### src/rtl/regfile_mp.sv
// regfile_mp: 2-write / NUM_RD-read register file with FSM-driven soft clear.
// Define REGFILE_BYPASS_EN to forward same-cycle write data to matching reads.
module regfile_mp #(
  parameter int DATA_W = 32,
  parameter int ADDR_W = 5,
  parameter int NUM_RD = 2
) (
  input  logic                     clk,
  input  logic                     rst,
  input  logic                     wen0,
  input  logic [ADDR_W-1:0]        waddr0,
  input  logic [DATA_W-1:0]        wdata0,
  input  logic                     wen1,
  input  logic [ADDR_W-1:0]        waddr1,
  input  logic [DATA_W-1:0]        wdata1,
  input  logic [NUM_RD-1:0]        rd_en,
  input  logic [NUM_RD*ADDR_W-1:0] rd_addr,
  output logic [NUM_RD*DATA_W-1:0] rd_data,
  input  logic                     clr_req,
  output logic                     busy
);
  localparam int DEPTH = 1 << ADDR_W;
  typedef enum logic {IDLE, CLEAR} state_t;
  state_t state_q, state_d;
  logic [ADDR_W-1:0] cnt_q, cnt_d;
  logic [DATA_W-1:0] regs_q [DEPTH];
  logic [DATA_W-1:0] regs_d [DEPTH];
  assign busy = (state_q == CLEAR);
  // Register 0 is never written (writes to 0 are discarded, the clear starts at 1), so it stays zero.
  always_comb begin
    state_d = state_q;
    cnt_d   = cnt_q;
    regs_d  = regs_q;
    if (state_q == IDLE) begin
      if (wen0 && waddr0 != '0) regs_d[waddr0] = wdata0;
      if (wen1 && waddr1 != '0) regs_d[waddr1] = wdata1;
      if (clr_req) begin
        state_d = CLEAR;
        cnt_d   = ADDR_W'(1);
      end
    end else begin
      regs_d[cnt_q] = '0;
      cnt_d         = cnt_q + ADDR_W'(1);
      if (cnt_q == ADDR_W'(DEPTH - 1)) begin
        state_d = IDLE;
        cnt_d   = ADDR_W'(1);
      end
    end
  end
  always_ff @(posedge clk or negedge rst) begin
    if (!rst) begin
      state_q <= IDLE;
      cnt_q   <= ADDR_W'(1);
      regs_q  <= '{default: '0};
    end else begin
      state_q <= state_d;
      cnt_q   <= cnt_d;
      regs_q  <= regs_d;
    end
  end
  for (genvar k = 0; k < NUM_RD; k++) begin : g_rd
    logic [ADDR_W-1:0] ra;
    logic [DATA_W-1:0] rv;
    assign ra = rd_addr[k*ADDR_W +: ADDR_W];
`ifdef REGFILE_BYPASS_EN
    logic fwd0, fwd1;
    assign fwd0 = wen0 && !busy && ra != '0 && waddr0 == ra;
    assign fwd1 = wen1 && !busy && ra != '0 && waddr1 == ra;
    assign rv = fwd1 ? wdata1 : fwd0 ? wdata0 : regs_q[ra];
`else
    assign rv = regs_q[ra];
`endif
    assign rd_data[k*DATA_W +: DATA_W] = (rst && rd_en[k]) ? rv : '0;
  end
endmodule

### config.mk
export PLATFORM = sky130hd
export DESIGN_NAME = regfile_mp
export DESIGN_NICKNAME = d
export VERILOG_FILES = /design/src/rtl/regfile_mp.sv
export SDC_FILE = /design/constraint.sdc
export NUM_CORES = 2
export LEC_CHECK = 0
export CELL_PAD_IN_SITES_DETAIL_PLACEMENT = 1
export CELL_PAD_IN_SITES_GLOBAL_PLACEMENT = 1
export CORE_UTILIZATION = 25
export DETAILED_ROUTE_END_ITERATION = 12
export PLACE_DENSITY = 0.47
export SKIP_CTS_REPAIR_TIMING = 1
export SYNTH_ARGS = -nofsm -noshare
export SYNTH_HDL_FRONTEND = slang
export SYNTH_SLANG_ARGS = --single-unit
### constraint.sdc
create_clock -name clk -period 2.5 [get_ports clk]
set_input_delay 0.5 -clock clk [delete_from_list [all_inputs] [get_ports clk]]
set_output_delay 0.5 -clock clk [all_outputs]
set_load 0.02 [all_outputs]
== Word-level counts from Yosys, hierarchy flattened ==
Index checks and enable logic that the tools add are counted.
Widths: inputs -> output; s select.

* Register bits after elaboration: 1030
* Logic and storage cells: 87
* Output and inout port bits: 65
* Input port bits: 91

* Add/sub/neg operators: 1
* Bitwise operators: 7
* Order comparisons: 8
* Mux-type cells: 26
* Equal/unequal tests: 1
* Reductions and logical operators: 10

{| class="wikitable"
|+ Operator list
! cell !! number
|-
| $mux 1024 || 4
|-
| $bwmux 1024 || 2
|-
| $and 1024x1024->1024 || 1
|-
| $not 1024->1024 || 1
|-
| $demux 32 s5 || 3
|-
| $bmux 32 s5 || 2
|-
| $mux 32 || 9
|-
| $ge 6x6->1 const B || 5
|-
| $not 5->6 || 5
|-
| $lt 6x1->1 const B || 3
|-
| $mux 5 || 3
|-
| $reduce_bool 5->1 || 2
|-
| $logic_and 1x1->1 || 7
|-
| $add 5x1->5 const B || 1
|-
| $eq 5x5->1 const B || 1
|-
| $mux 1 || 3
|-
| $reduce_bool 2->1 || 1
|}

== Longest topological paths before layout ==
* Depth after elaboration: 11
* Gate-level depth with buffers: 8
* Depth with buffers taken out: 6

== Worst setup path before layout ==
Ideal clock, no wire load.

* Path type: input to output
* Start point: in rd_addr[1]
* End point: out rd_data[28]
* Setup slack: -105 ps
* Data arrival time: 2105 ps
* Required time: 2000 ps
* Path buffers: 4
* Stages: 8
* Cells stage by stage: buf_4 > buf_6 > buf_4 > nor2_1 > clkbuf_1 > a221oi_1 > o21ai_0 > a31oi_1

* Word-level cells in the longest chain between the ends: 5

{| class="wikitable"
|+ RTL lines
! element !! line !! RTL
|-
| start: declaration || 17 || <nowiki>input logic [NUM_RD*ADDR_W-1:0] rd_addr,</nowiki>
|-
| $not 5->6 (not written as such) || 71 || <nowiki>assign rv = regs_q[ra];</nowiki>
|-
| $bmux 32 s5 || 71 ||
|-
| $mux 32 (not written as such) (2 in series) || 71 ||
|-
| $mux 32 || 73 || <nowiki>assign rd_data[k*DATA_W +: DATA_W] = (rst && rd_en[k]) ? rv : '0;</nowiki>
|-
| end: declaration || 18 || <nowiki>output logic [NUM_RD*DATA_W-1:0] rd_data,</nowiki>
|}

Every way passes these cells. The select of a mux whose other input is x is not followed.

== Worst setup path in the final report ==
* Start point: reg regs_q[754] in the netlist's numbering
* End point: out rd_data[50]

* Word-level cells in the longest chain between the ends: 4

{| class="wikitable"
|+ RTL lines
! element !! line !! RTL
|-
| start: declaration || 26 || <nowiki>logic [DATA_W-1:0] regs_q [DEPTH];</nowiki>
|-
| start signal: assignment || 58 || <nowiki>regs_q <= regs_d;</nowiki>
|-
| $bmux 32 s5 || 71 ||
|-
| $mux 32 (not written as such) (2 in series) || 71 ||
|-
| $mux 32 || 73 ||
|}

Every way passes these cells. The select of a mux whose other input is x is not followed.

==> results.tsv <==
stage	metric	value	unit
outcome	outcome	complete, but fails checks	
outcome	failing checks	negative setup slack	
logic_synthesis	simple-gate share of the synthesized area	18.3	%
drt	DRT Pass-1 Iters	8	
setup_path	CP Class	reg2out	
floorplan	Initial Utilization	25.2	%
global_routing	global route total overflow	0	
power_and_ir_drop	leak pwr	0.0437	uW
power_and_ir_drop	Seq pwr share	32.8	%
timing	setup tns final	-53880	ps
setup_path	Worst path slowest cell	mux4_2	
placed_design	dpl cells	12658	
drt	number of vias per cell	6.34	
power_and_ir_drop	Pwr Density	919	nW/um2
clock_network	later-pin clock latency in the skew report	880	ps
drt	via count	82482	
placed_design	DP HPWL	341000	um
logic_synthesis	post-synth top area share	33.8	%
logic_synthesis	XOR/XNOR Fraction of Synth Area	0.0230	%
clock_network	H-Tree Level Count	4	
timing	Final Hold Fails	0	
logic_synthesis	post-synth top area cell	dfrtp_1	
drt	DRC viols	0	
power_and_ir_drop	clock power share	24.1	%
setup_path	CP Launch Type	register	
logic_synthesis	Mapped Nets	8392	
min_path	Min-Delay Path Class	in2reg	
layout	Final nets	9003	
layout	Area Overhead vs Synth	33.1	%
logic_synthesis	mux cell area share after synthesis	16.6	%
power_and_ir_drop	Pint	53800	uW
logic_synthesis	Seq/Total Area, Yosys	33.8	%
placed_design	GP Congestion	0.978	
floorplan	Die Ht	554	um
clock_network	CTS tree	yes	
setup_path	crit path buf inv count	3	
layout	non-filler instance count after layout	13008	
setup_path	CP top delay family	multiplexers	
global_routing	Global Route Usage Sum	32.5	%
setup_path	Worst EP arrival	3000	ps
floorplan	die footprint	307000	um2
logic_synthesis	Synth Area in Adders	0.0821	%
power_and_ir_drop	Switch Pwr	39400	uW
clock_network	Clock transition at path regs	60	ps
global_routing	pin count of the biggest net entering global routing	187	
drt	Routed wire per std cell	39.4	um
logic_synthesis	Commonest cells post-synth	nand2_1, dfrtp_1, nor2_1	
setup_path	Largest stage delay, worst path	480	ps
timing	period utilization	140	%
power_and_ir_drop	switching portion of total power	42.3	%
setup_path	WP data required	2000	ps
global_routing	initial antenna violation count	41	
power_and_ir_drop	Comb power frac	43.1	%
timing	Slew Viols, Final	0	
timing	Final setup viols	64	
floorplan	Placement Rows	202	
logic_synthesis	Netlist cell types	55	
run	max-cap violations	0	
logic_synthesis	Seq cells post-synth	1030	
logic_synthesis	Synth Area in Compound Gates	25.1	%
layout	share of cells above drive strength 1	30.5	%
timing	slew margin rel.	20.5	%
logic_synthesis	Post-synth EDFFs	0	
logic_synthesis	main combinational cell family by area after synthesis	compound AO/OA/AOI/OAI gates	
global_routing	first-pass GRT wire length	707000	um
placed_design	Port Buf Inserts	155	
drt	Initial DRC Count	10021	
floorplan	core area	303000	um2
logic_synthesis	top_reg_cell synth	dfrtp_1	
logic_synthesis	Syn Inst Count	8296	
clock_network	cts bufs inserted	155	
logic_synthesis	most frequent cell after synthesis	nand2_1	
clock_network	clk buf depth	4	
timing	measured slew at the worst slew-check pin	1190	ps
logic_synthesis	Post-Syn Area	76200	um2
timing	unrepaired setup endpoints after global routing	yes	
power_and_ir_drop	Final Power	93200	uW
setup_path	crit end category	output pin	
global_routing	vias in the first global route	83238	
logic_synthesis	Synthesis Warnings	0	
logic_synthesis	Avg Cell Area, Syn	9.19	um2
drt	Total Wirelength	512000	um
floorplan	DIE WIDTH	554	um
logic_synthesis	ys async rst share	100	%
floorplan	IO Count	156	
timing	fmax	0.286	GHz
timing	worst setup margin	-1000	ps
setup_path	critical path fanouts, max	3	
timing	Fin Hold WS	37.8	ps
clock_network	CTS root buf	clkbuf_16	
drt	Routed Antenna Nets	0	
setup_path	CP Cell Sequence	buf_4 > mux4_2 > mux2i_4 > a221o_1 > buf_6 > a31oi_4 > buf_12	
layout	Filler cells	33500	
timing	minimum clock period	3500	ps
timing	skew final	37.5	ps
logic_synthesis	dominant cells by area after synthesis	dfrtp_1, mux4_2, o31ai_1, a211oi_1, and3_1	
clock_network	clk sinks	1030	
power_and_ir_drop	worst vdd ir	0.702	mV
[path summary, 6_finish.rpt]
kind                                   start           end  slack [ps]  depth (start not counted)
worst min register to register  regs_q[1018]  regs_q[1018]         510                          1
worst max register to register      cnt_q[0]   regs_q[900]         100                          7
worst min-delay path              wdata1[31]   regs_q[831]          40                          3
max in group asynchronous                rst   regs_q[188]         510                          5
min in group asynchronous                rst   regs_q[722]         520                          4
worst max-delay path             regs_q[754]   rd_data[50]       -1000                          7
[final cells by class]
class	count	area (um2)	area share [%]
Timing Repair Buffer	1576	17700	17.4
Multi-Input combinational cell	6135	48000	47.3
Inverter	9	40.0	0.0395
Antenna cell	16	40.0	0.0395
Clock inverter	21	198	0.195
Tap cell	3978	4980	4.91
Sequential cell	1030	25900	25.5
Clock buffer	243	4700	4.64
[state kept, by name, indices dropped and copies added (netlist names)]
name	count
busy	1
cnt_q	5
regs_q	1024
[per-stage QoR]
stage	utilization [%]	instance area, um2	setup slack (ps)
2_1_floorplan	-	76600	0.931
3_3_place_gp	31.3	94800	-1210
3_5_place_dp	31.3	94800	-1210
4_1_cts	32.9	99700	-1360
5_1_grt	33.5	101000	-1030
6_report	33.5	101000	-1000
[cell families after synthesis]
group	count (synthesis)
buf+inv	1131
fa+ha+maj	5
xor+xnor	2
simple gates	3042
flops	1030
compound gates	2382
mux	704
[metal layers]
metal  share of wire (%)  global-route usage [%]
met1                  41                    42.8
met2                  43                    47.9
met3                 9.1                    7.69
met4                 6.7                    19.7
met5              0.0035                       0
[worst min-delay path: stages]
cell	delay (ps)
buf_2	160
nor2_1	120
o31ai_1	70
[power groups by stage]
stage          clock (uW)  sequential [uW]  combinational, uW
2_1_floorplan           0            27200              20500
3_3_place_gp            0            29800              36400
3_5_place_dp            0            30100              37600
4_1_cts             22700            30000              37800
5_1_grt             23300            31000              42200
6_report            22500            30600              40200
[placed cells by master (no fill, tap or decap), types with 19 or more instances in the layout]
master | Yosys | layout
a221oi_1 | 54 | 45
mux2i_4 | 0 | 31
mux2i_1 | 256 | 206
o21ai_0 | 60 | 39
clkbuf_8 | 0 | 43
nand2_2 | 0 | 28
buf_4 | 36 | 979
buf_6 | 9 | 49
nor2_4 | 2 | 36
o311a_4 | 30 | 30
dfrtp_2 | 0 | 65
a22oi_1 | 64 | 60
nor2_1 | 1020 | 987
a221o_1 | 64 | 51
o31ai_1 | 995 | 994
a221oi_2 | 118 | 126
or2_2 | 29 | 30
a31oi_2 | 0 | 24
mux4_2 | 448 | 448
a31oi_4 | 0 | 55
and2_1 | 38 | 34
clkbuf_16 | 0 | 158
mux2i_2 | 0 | 19
clkbuf_1 | 892 | 42
and3_1 | 853 | 853
o21ai_1 | 1 | 22
buf_12 | 0 | 454
buf_2 | 167 | 71
nand2_1 | 1052 | 1024
dfrtp_1 | 1029 | 963
a211oi_1 | 852 | 852
(Power assumes the default switching activity.)
